## config.mk

```make
export PLATFORM = sky130hd
export DESIGN_NAME = bcd_countdown_bank
export DESIGN_NICKNAME = d
export VERILOG_FILES = /design/src/rtl/bcd_countdown_bank.sv
export SDC_FILE = /design/constraint.sdc
export NUM_CORES = 1
export LEC_CHECK = 0
export CAP_MARGIN = 30
export CORE_ASPECT_RATIO = 1.1
export CORE_UTILIZATION = 61
export CTS_CLUSTER_DIAMETER = 30
export CTS_CLUSTER_SIZE = 40
export DETAILED_ROUTE_END_ITERATION = 16
export PLACE_DENSITY = 0.81
export SLEW_MARGIN = 25
export SYNTH_ARGS = -nofsm -noshare
export SYNTH_HDL_FRONTEND = slang
export SYNTH_SLANG_ARGS = --single-unit
```

## constraint.sdc

```tcl
create_clock -name clock -period 3.6 [get_ports clock]
set_clock_uncertainty 0.15 [all_clocks]
set_input_delay 0.36 -clock clock [delete_from_list [all_inputs] [get_ports clock]]
set_output_delay 0.36 -clock clock [all_outputs]
set_load 0.01 [all_outputs]
```

## src/rtl/bcd_countdown_bank.sv

```systemverilog
`default_nettype none
// ============================================================================
// Module   : bcd_countdown_bank
// Purpose  : NUM_CH HH:MM:SS BCD countdown timers sharing one 1 s tick.
// Revision : 1.0
// ============================================================================
module bcd_countdown_bank #(
  parameter int         CLK_HZ = 50000000,
  parameter int         NUM_CH = 4,
  parameter int         CH_W   = 2,
  parameter logic [3:0] BLANK  = 4'hB
) (
  input  logic              clock,
  input  logic              reset,
  input  logic              cmd_valid,
  input  logic [CH_W-1:0]   cmd_ch,
  input  logic [2:0]        cmd_op,
  input  logic [23:0]       cmd_data,
  input  logic [CH_W-1:0]   sel_ch,
  output logic [3:0]        d5,
  output logic [3:0]        d4,
  output logic [3:0]        d3,
  output logic [3:0]        d2,
  output logic [3:0]        d1,
  output logic [3:0]        d0,
  output logic [NUM_CH-1:0] running,
  output logic [NUM_CH-1:0] expired,
  output logic [NUM_CH-1:0] expire_pulse,
  output logic              cmd_err
);

  typedef enum logic [1:0] {
    S_IDLE  = 2'd0,
    S_RUN   = 2'd1,
    S_PAUSE = 2'd2,
    S_DONE  = 2'd3
  } state_t;

  localparam int         c_PW       = $clog2(CLK_HZ);
  localparam logic [2:0] c_OP_NOP   = 3'd0;
  localparam logic [2:0] c_OP_LOAD  = 3'd1;
  localparam logic [2:0] c_OP_START = 3'd2;
  localparam logic [2:0] c_OP_PAUSE = 3'd3;
  localparam logic [2:0] c_OP_CLEAR = 3'd4;
  localparam logic [2:0] c_OP_ACK   = 3'd5;
  localparam logic [2:0] c_OP_AUTO  = 3'd6;
  localparam logic [2:0] c_OP_BAD   = 3'd7;
  localparam logic [23:0] c_ONE_SEC = 24'h000001;

  function automatic logic [23:0] f_dec(input logic [23:0] v);
    logic [3:0] h1, h0, m1, m0, s1, s0;
    {h1, h0, m1, m0, s1, s0} = v;
    if (s0 != 4'd0) s0 = s0 - 4'd1;
    else begin
      s0 = 4'd9;
      if (s1 != 4'd0) s1 = s1 - 4'd1;
      else begin
        s1 = 4'd5;
        if (m0 != 4'd0) m0 = m0 - 4'd1;
        else begin
          m0 = 4'd9;
          if (m1 != 4'd0) m1 = m1 - 4'd1;
          else begin
            m1 = 4'd5;
            if (h0 != 4'd0) h0 = h0 - 4'd1;
            else begin
              h0 = 4'd9;
              h1 = h1 - 4'd1;
            end
          end
        end
      end
    end
    return {h1, h0, m1, m0, s1, s0};
  endfunction

  logic [c_PW-1:0] r_presc;
  logic            r_flash;
  logic            w_tick;

  assign w_tick = (r_presc == c_PW'(CLK_HZ - 1));

  always_ff @(posedge clock or negedge reset) begin
    if (!reset) begin
      r_presc <= '0;
      r_flash <= 1'b0;
    end else begin
      r_presc <= w_tick ? '0 : r_presc + 1'b1;
      if (w_tick || (r_presc == c_PW'(CLK_HZ / 2 - 1))) r_flash <= ~r_flash;
    end
  end

  logic w_load_ok, w_ch_ok, w_glob_rej;

  // Hours are checked as a two-digit BCD value 00..23.
  assign w_load_ok = (cmd_data[23:20] <= 4'd2) && (cmd_data[19:16] <= 4'd9) &&
                     !((cmd_data[23:20] == 4'd2) && (cmd_data[19:16] > 4'd3)) &&
                     (cmd_data[15:12] <= 4'd5) && (cmd_data[11:8] <= 4'd9) &&
                     (cmd_data[7:4]   <= 4'd5) && (cmd_data[3:0]  <= 4'd9);
  assign w_ch_ok    = (int'(cmd_ch) < NUM_CH);
  assign w_glob_rej = cmd_valid && (cmd_op != c_OP_NOP) &&
                      ((cmd_op == c_OP_BAD) || !w_ch_ok);

  logic [NUM_CH-1:0] w_rej, w_run, w_done;
  logic [23:0]       w_value [NUM_CH];

  for (genvar i = 0; i < NUM_CH; i++) begin : g_ch
    state_t      r_state;
    logic [23:0] r_value, r_preset;
    logic        r_auto, r_expired, r_pulse;
    logic        w_sel, w_acc;

    assign w_sel    = cmd_valid && (cmd_op != c_OP_NOP) && (cmd_op != c_OP_BAD) &&
                      (cmd_ch == CH_W'(i));
    assign w_rej[i] = w_sel &&
                      (((cmd_op == c_OP_LOAD) && ((r_state == S_RUN) || !w_load_ok)) ||
                       ((cmd_op == c_OP_START) && ((r_state == S_DONE) ||
                        ((r_state != S_RUN) && (r_value == 24'd0)))));
    assign w_acc    = w_sel && !w_rej[i];

    // An accepted command takes precedence over the tick for this channel.
    always_ff @(posedge clock or negedge reset) begin
      if (!reset) begin
        r_state   <= S_IDLE;
        r_value   <= '0;
        r_preset  <= '0;
        r_auto    <= 1'b0;
        r_expired <= 1'b0;
        r_pulse   <= 1'b0;
      end else begin
        r_pulse <= 1'b0;
        if (w_acc) begin
          case (cmd_op)
            c_OP_LOAD: begin
              r_preset  <= cmd_data;
              r_value   <= cmd_data;
              r_state   <= S_IDLE;
              r_expired <= 1'b0;
            end
            c_OP_START: r_state <= S_RUN;
            c_OP_PAUSE: if (r_state == S_RUN) r_state <= S_PAUSE;
            c_OP_CLEAR: begin
              r_state   <= S_IDLE;
              r_value   <= r_preset;
              r_expired <= 1'b0;
            end
            c_OP_ACK: begin
              r_expired <= 1'b0;
              if (r_state == S_DONE) begin
                r_state <= S_IDLE;
                r_value <= r_preset;
              end
            end
            c_OP_AUTO: r_auto <= cmd_data[0];
            default: ;
          endcase
        end else if (w_tick && (r_state == S_RUN)) begin
          if (r_value == c_ONE_SEC) begin
            r_expired <= 1'b1;
            r_pulse   <= 1'b1;
            if (r_auto && (r_preset != 24'd0)) begin
              r_value <= r_preset;
            end else begin
              r_value <= '0;
              r_state <= S_DONE;
            end
          end else begin
            r_value <= f_dec(r_value);
          end
        end
      end
    end

    assign w_value[i]      = r_value;
    assign w_run[i]        = (r_state == S_RUN);
    assign w_done[i]       = (r_state == S_DONE);
    assign expired[i]      = r_expired;
    assign expire_pulse[i] = r_pulse;
  end

  assign running = w_run;

  logic [23:0] w_disp, r_disp;
  logic        r_err;

  always_comb begin
    w_disp = {6{BLANK}};
    for (int k = 0; k < NUM_CH; k++) begin
      if (sel_ch == CH_W'(k)) w_disp = (w_done[k] && r_flash) ? {6{BLANK}} : w_value[k];
    end
  end

  always_ff @(posedge clock or negedge reset) begin
    if (!reset) begin
      r_disp <= '0;
      r_err  <= 1'b0;
    end else begin
      r_disp <= w_disp;
      r_err  <= w_glob_rej || (|w_rej);
    end
  end

  assign {d5, d4, d3, d2, d1, d0} = r_disp;
  assign cmd_err = r_err;

endmodule
`default_nettype wire

```

==> results.md <==
* Max Fanout on Critical Path at 9
* RD Place Congestion at 1.01
* Avg Cell Area, Syn at 9.77 sq um
* Total grt overflow at 0
* DRT antenna net count at 0
* Critical path endpoint category: flop
* Vias per cell at 6.93
* EDFF count, synth at 0
* CTS Sinks at 264
* Tmin final at 3470 ps
* Nature of the critical path startpoint: flop
* Seq/Total Area, Yosys at 44.9%
* Root Driver: clkbuf_16
* # port buffers at 70
* Syn nets at 1549
* Worst Tran Pin Value at 891 ps
* Fmax at 288 MHz
* Routed WL at 53.3 mm
* Fin nets at 1736
* Clock slew at reported path FFs at 50 ps
* Die height at 165 um
* Area growth, synth to finish at 26.6%
* Tcrit/Tclk final at 96.4%
* CTS max path bufs at 3
* Num CTS Buffers at 55
* Met1 wire length at 19.4 mm
* Leak at 8.44 nW
* Hpwl dp at 38.6 mm
* WS Path Type: reg -> reg
* Hold WC Path Type: in -> async
* Met2 WL at 23.3 mm
* WL met3 at 6.24 mm
* Post-route cell area at 18600 sq um
* YS warnings at 0
* Post-Synth Simple-Gate Area at 17.7%
* PD cells at 639 nW/um^2
* Vias at 14.2k
* Mapped Cells at 1506
* Final Max Slew Viols at 0
* Headroom to the max-slew limit at 40.1%
* I/O pin cnt at 71
* Remaining DRCs at 0
* Multiplexer share of the synthesized area at 12.1%
* Critical Path AT at 3810 ps
* Htree depth at 2
* Async SR Flop Fraction at 100%
* Initial Util at 62.1%
* Core area at 23700 sq um
* Xor/xnor share of the synthesized area at 2.38%
* Main combinational cell family by area after synthesis: simple AND/OR/NAND/NOR gates
* Cell Area, Synth at 14700 sq um
* Highest routed layer: met5
* Worst skew pair latency at 580 ps
* Cell Rows at 59
* #FFs+latches synth at 264
* Number of global-route vias before repair at 13.7k
* ANT cells at 0
* Global-route wire length before repair at 80.8 mm
* Final setup vio count at 0
* Initial antenna violation count at 1
* RSZ-0062 raised after global routing: no
* Area after DPL at 16600 sq um
* Die X at 150 um
* DRT iter0 DRCs at 1825
* Compound-cell area share of the yosys netlist at 17.5%
* Cell variety after synth at 79
* Share of layout cells above drive strength 1 at 23.2%
* Final hold vios at 0
* Avg WL per Cell at 26.1 um
* Die area at 24700 sq um
* Cell count after placement at 1939
* CTS tree: yes
* CP required at 3940 ps
* Pin count of the biggest net entering global routing at 89
* Peak supply drop at 531 uV
* Most common flop cell mapped by yosys: dfrtp_1
* Setup TNS at 0 ps
* Final Power at 11.9 mW
* Status: complete, no violations
* Finished Layout Cells at 2045
* Drt first pass iters at 8
* Synth Area in Adders at 0.766%
* MaxCap Viol Count at 0
* Global-route usage over all layers at 44.2%
## synthesized netlist by cell type, drive strengths merged (11+ instances only)
cell	n	share of area, %
inv	58	1.5
nand4	25	1.1
nor2	130	3.3
a21oi	73	2.5
nor2b	11	0.47
o22ai	25	1.1
clkbuf	57	1.5
nor3	38	1.4
a211oi	11	0.56
o221ai	14	0.83
a22oi	12	0.68
nand3	30	1.0
nand2	106	2.7
dfrtp	264	45
and3	20	0.85
or3	16	0.75
a31oi	18	0.77
buf	40	1.6
xnor2	20	1.2
nor4	50	2.3
xor2	20	1.2
a221o	21	1.4
mux2i	46	3.2
a222oi	34	2.3
mux2	117	9.0
a221oi	13	0.77
o21ai	88	3.0
and2	25	1.1
## power breakdown
part	internal, mW	switching (mW)
clock	3.66	1.72
combinational	1.11	1.31
sequential	3.45	0.637
## cells by family (layout without fill, tap and decap cells)
group,count (synthesis),after routing
AO/OA/AOI/OAI,372,372
buffers and inverters,156,390
XOR/XNOR,40,40
flip-flops,264,264
AND/OR/NAND/NOR,502,502
multiplexers,163,163
adder cells (fa/ha/maj),9,9
## metrics by stage
stage	setup WS, ps	hold slack [ps]	util [%]
finish	130	149	78.6
global route	27.7	175	78.6
CTS	136	151	78.5
detailed placement	54.5	139	70.0
global placement	-15.6	135	69.9
floorplan	359	-85.6	-
## sequential cells by signal, indices dropped and copies added, names as in the netlist
register,flops
g_ch.r_preset,96
r_presc,26
r_disp,24
g_ch.r_pulse,4
g_ch.r_state,8
cmd_err,1
g_ch.r_expired,4
g_ch.r_value,96
r_flash,1
g_ch.r_auto,4
## layer usage
metal	GRT usage, %	up-vias
li1	-	6057
met1	55.5	6881
met2	67.2	975
met3	10.7	260
met4	30.9	2
met5	0	-
## critical path, stage by stage (launching register included)
cell and delay, ps:
dfrtp_1 480, nor4_1 550, nand4_1 390, buf_4 270, or3_1 530, nor2_1 150
mux2_2 350, buf_4 240, a222oi_1 100, a21oi_1 190
## what timing repair did
item	CTS	global route
buffers inserted	0	1
gates resized for setup	0	1
endpoints found under the hold margin	46	0
hold buffers	1	0
endpoints found under the setup margin	0	15
## final timing paths
| check | start | end | cells past startpoint | slack [ps] |
|---|---|---|---|---|
| max | g_ch[0].r_value[17] | g_ch[0].r_value[16] | 9 | 130 |
| min | reset | r_presc[14] | 2 | 150 |
| max reg2reg | g_ch[0].r_value[17] | g_ch[0].r_value[16] | 9 | 130 |
| min reg2reg | r_presc[9] | r_presc[9] | 1 | 340 |
| max in group asynchronous | reset | g_ch[1].r_value[14] | 3 | 2280 |
| min in group clock | r_presc[9] | r_presc[9] | 1 | 340 |
## final cells by class
class | instances | area (sq um)
Inverter | 59 | 221
Multi-Input combinational cell | 1086 | 7440
Tap cell | 305 | 382
Timing Repair Buffer | 227 | 1950
Fill cell | 1514 | 5080
Clock buffer | 68 | 1530
Sequential cell | 264 | 6610
Clock inverter | 36 | 489
## layout by cell type (no fill, tap or decap), types with 7 or more instances in the layout
cell	netlist	layout
a211oi_1	11	11
a21o_1	7	7
a21oi_1	73	73
a221o_1	21	21
a221oi_1	13	13
a222oi_1	34	34
a22oi_1	10	10
a31oi_1	18	18
and2_1	25	25
and3_1	20	20
and4_1	7	7
buf_4	11	151
bufinv_16	0	9
clkbuf_16	0	55
clkbuf_8	0	10
clkdlybuf4s50_1	0	69
clkinv_2	0	11
dfrtp_1	264	264
ha_1	9	9
inv_1	58	58
mux2_2	117	117
mux2i_1	44	44
nand2_1	106	106
nand2b_1	8	8
nand3_1	30	30
nand4_1	25	25
nor2_1	129	128
nor2b_1	11	11
nor3_1	36	35
nor4_1	48	47
o211ai_1	7	7
o21ai_0	81	81
o221ai_1	14	14
o22ai_1	25	25
or3_1	14	14
or4_1	8	8
xnor2_1	20	20
xor2_1	20	20
Note: power is estimated with default switching activity, not from simulation.
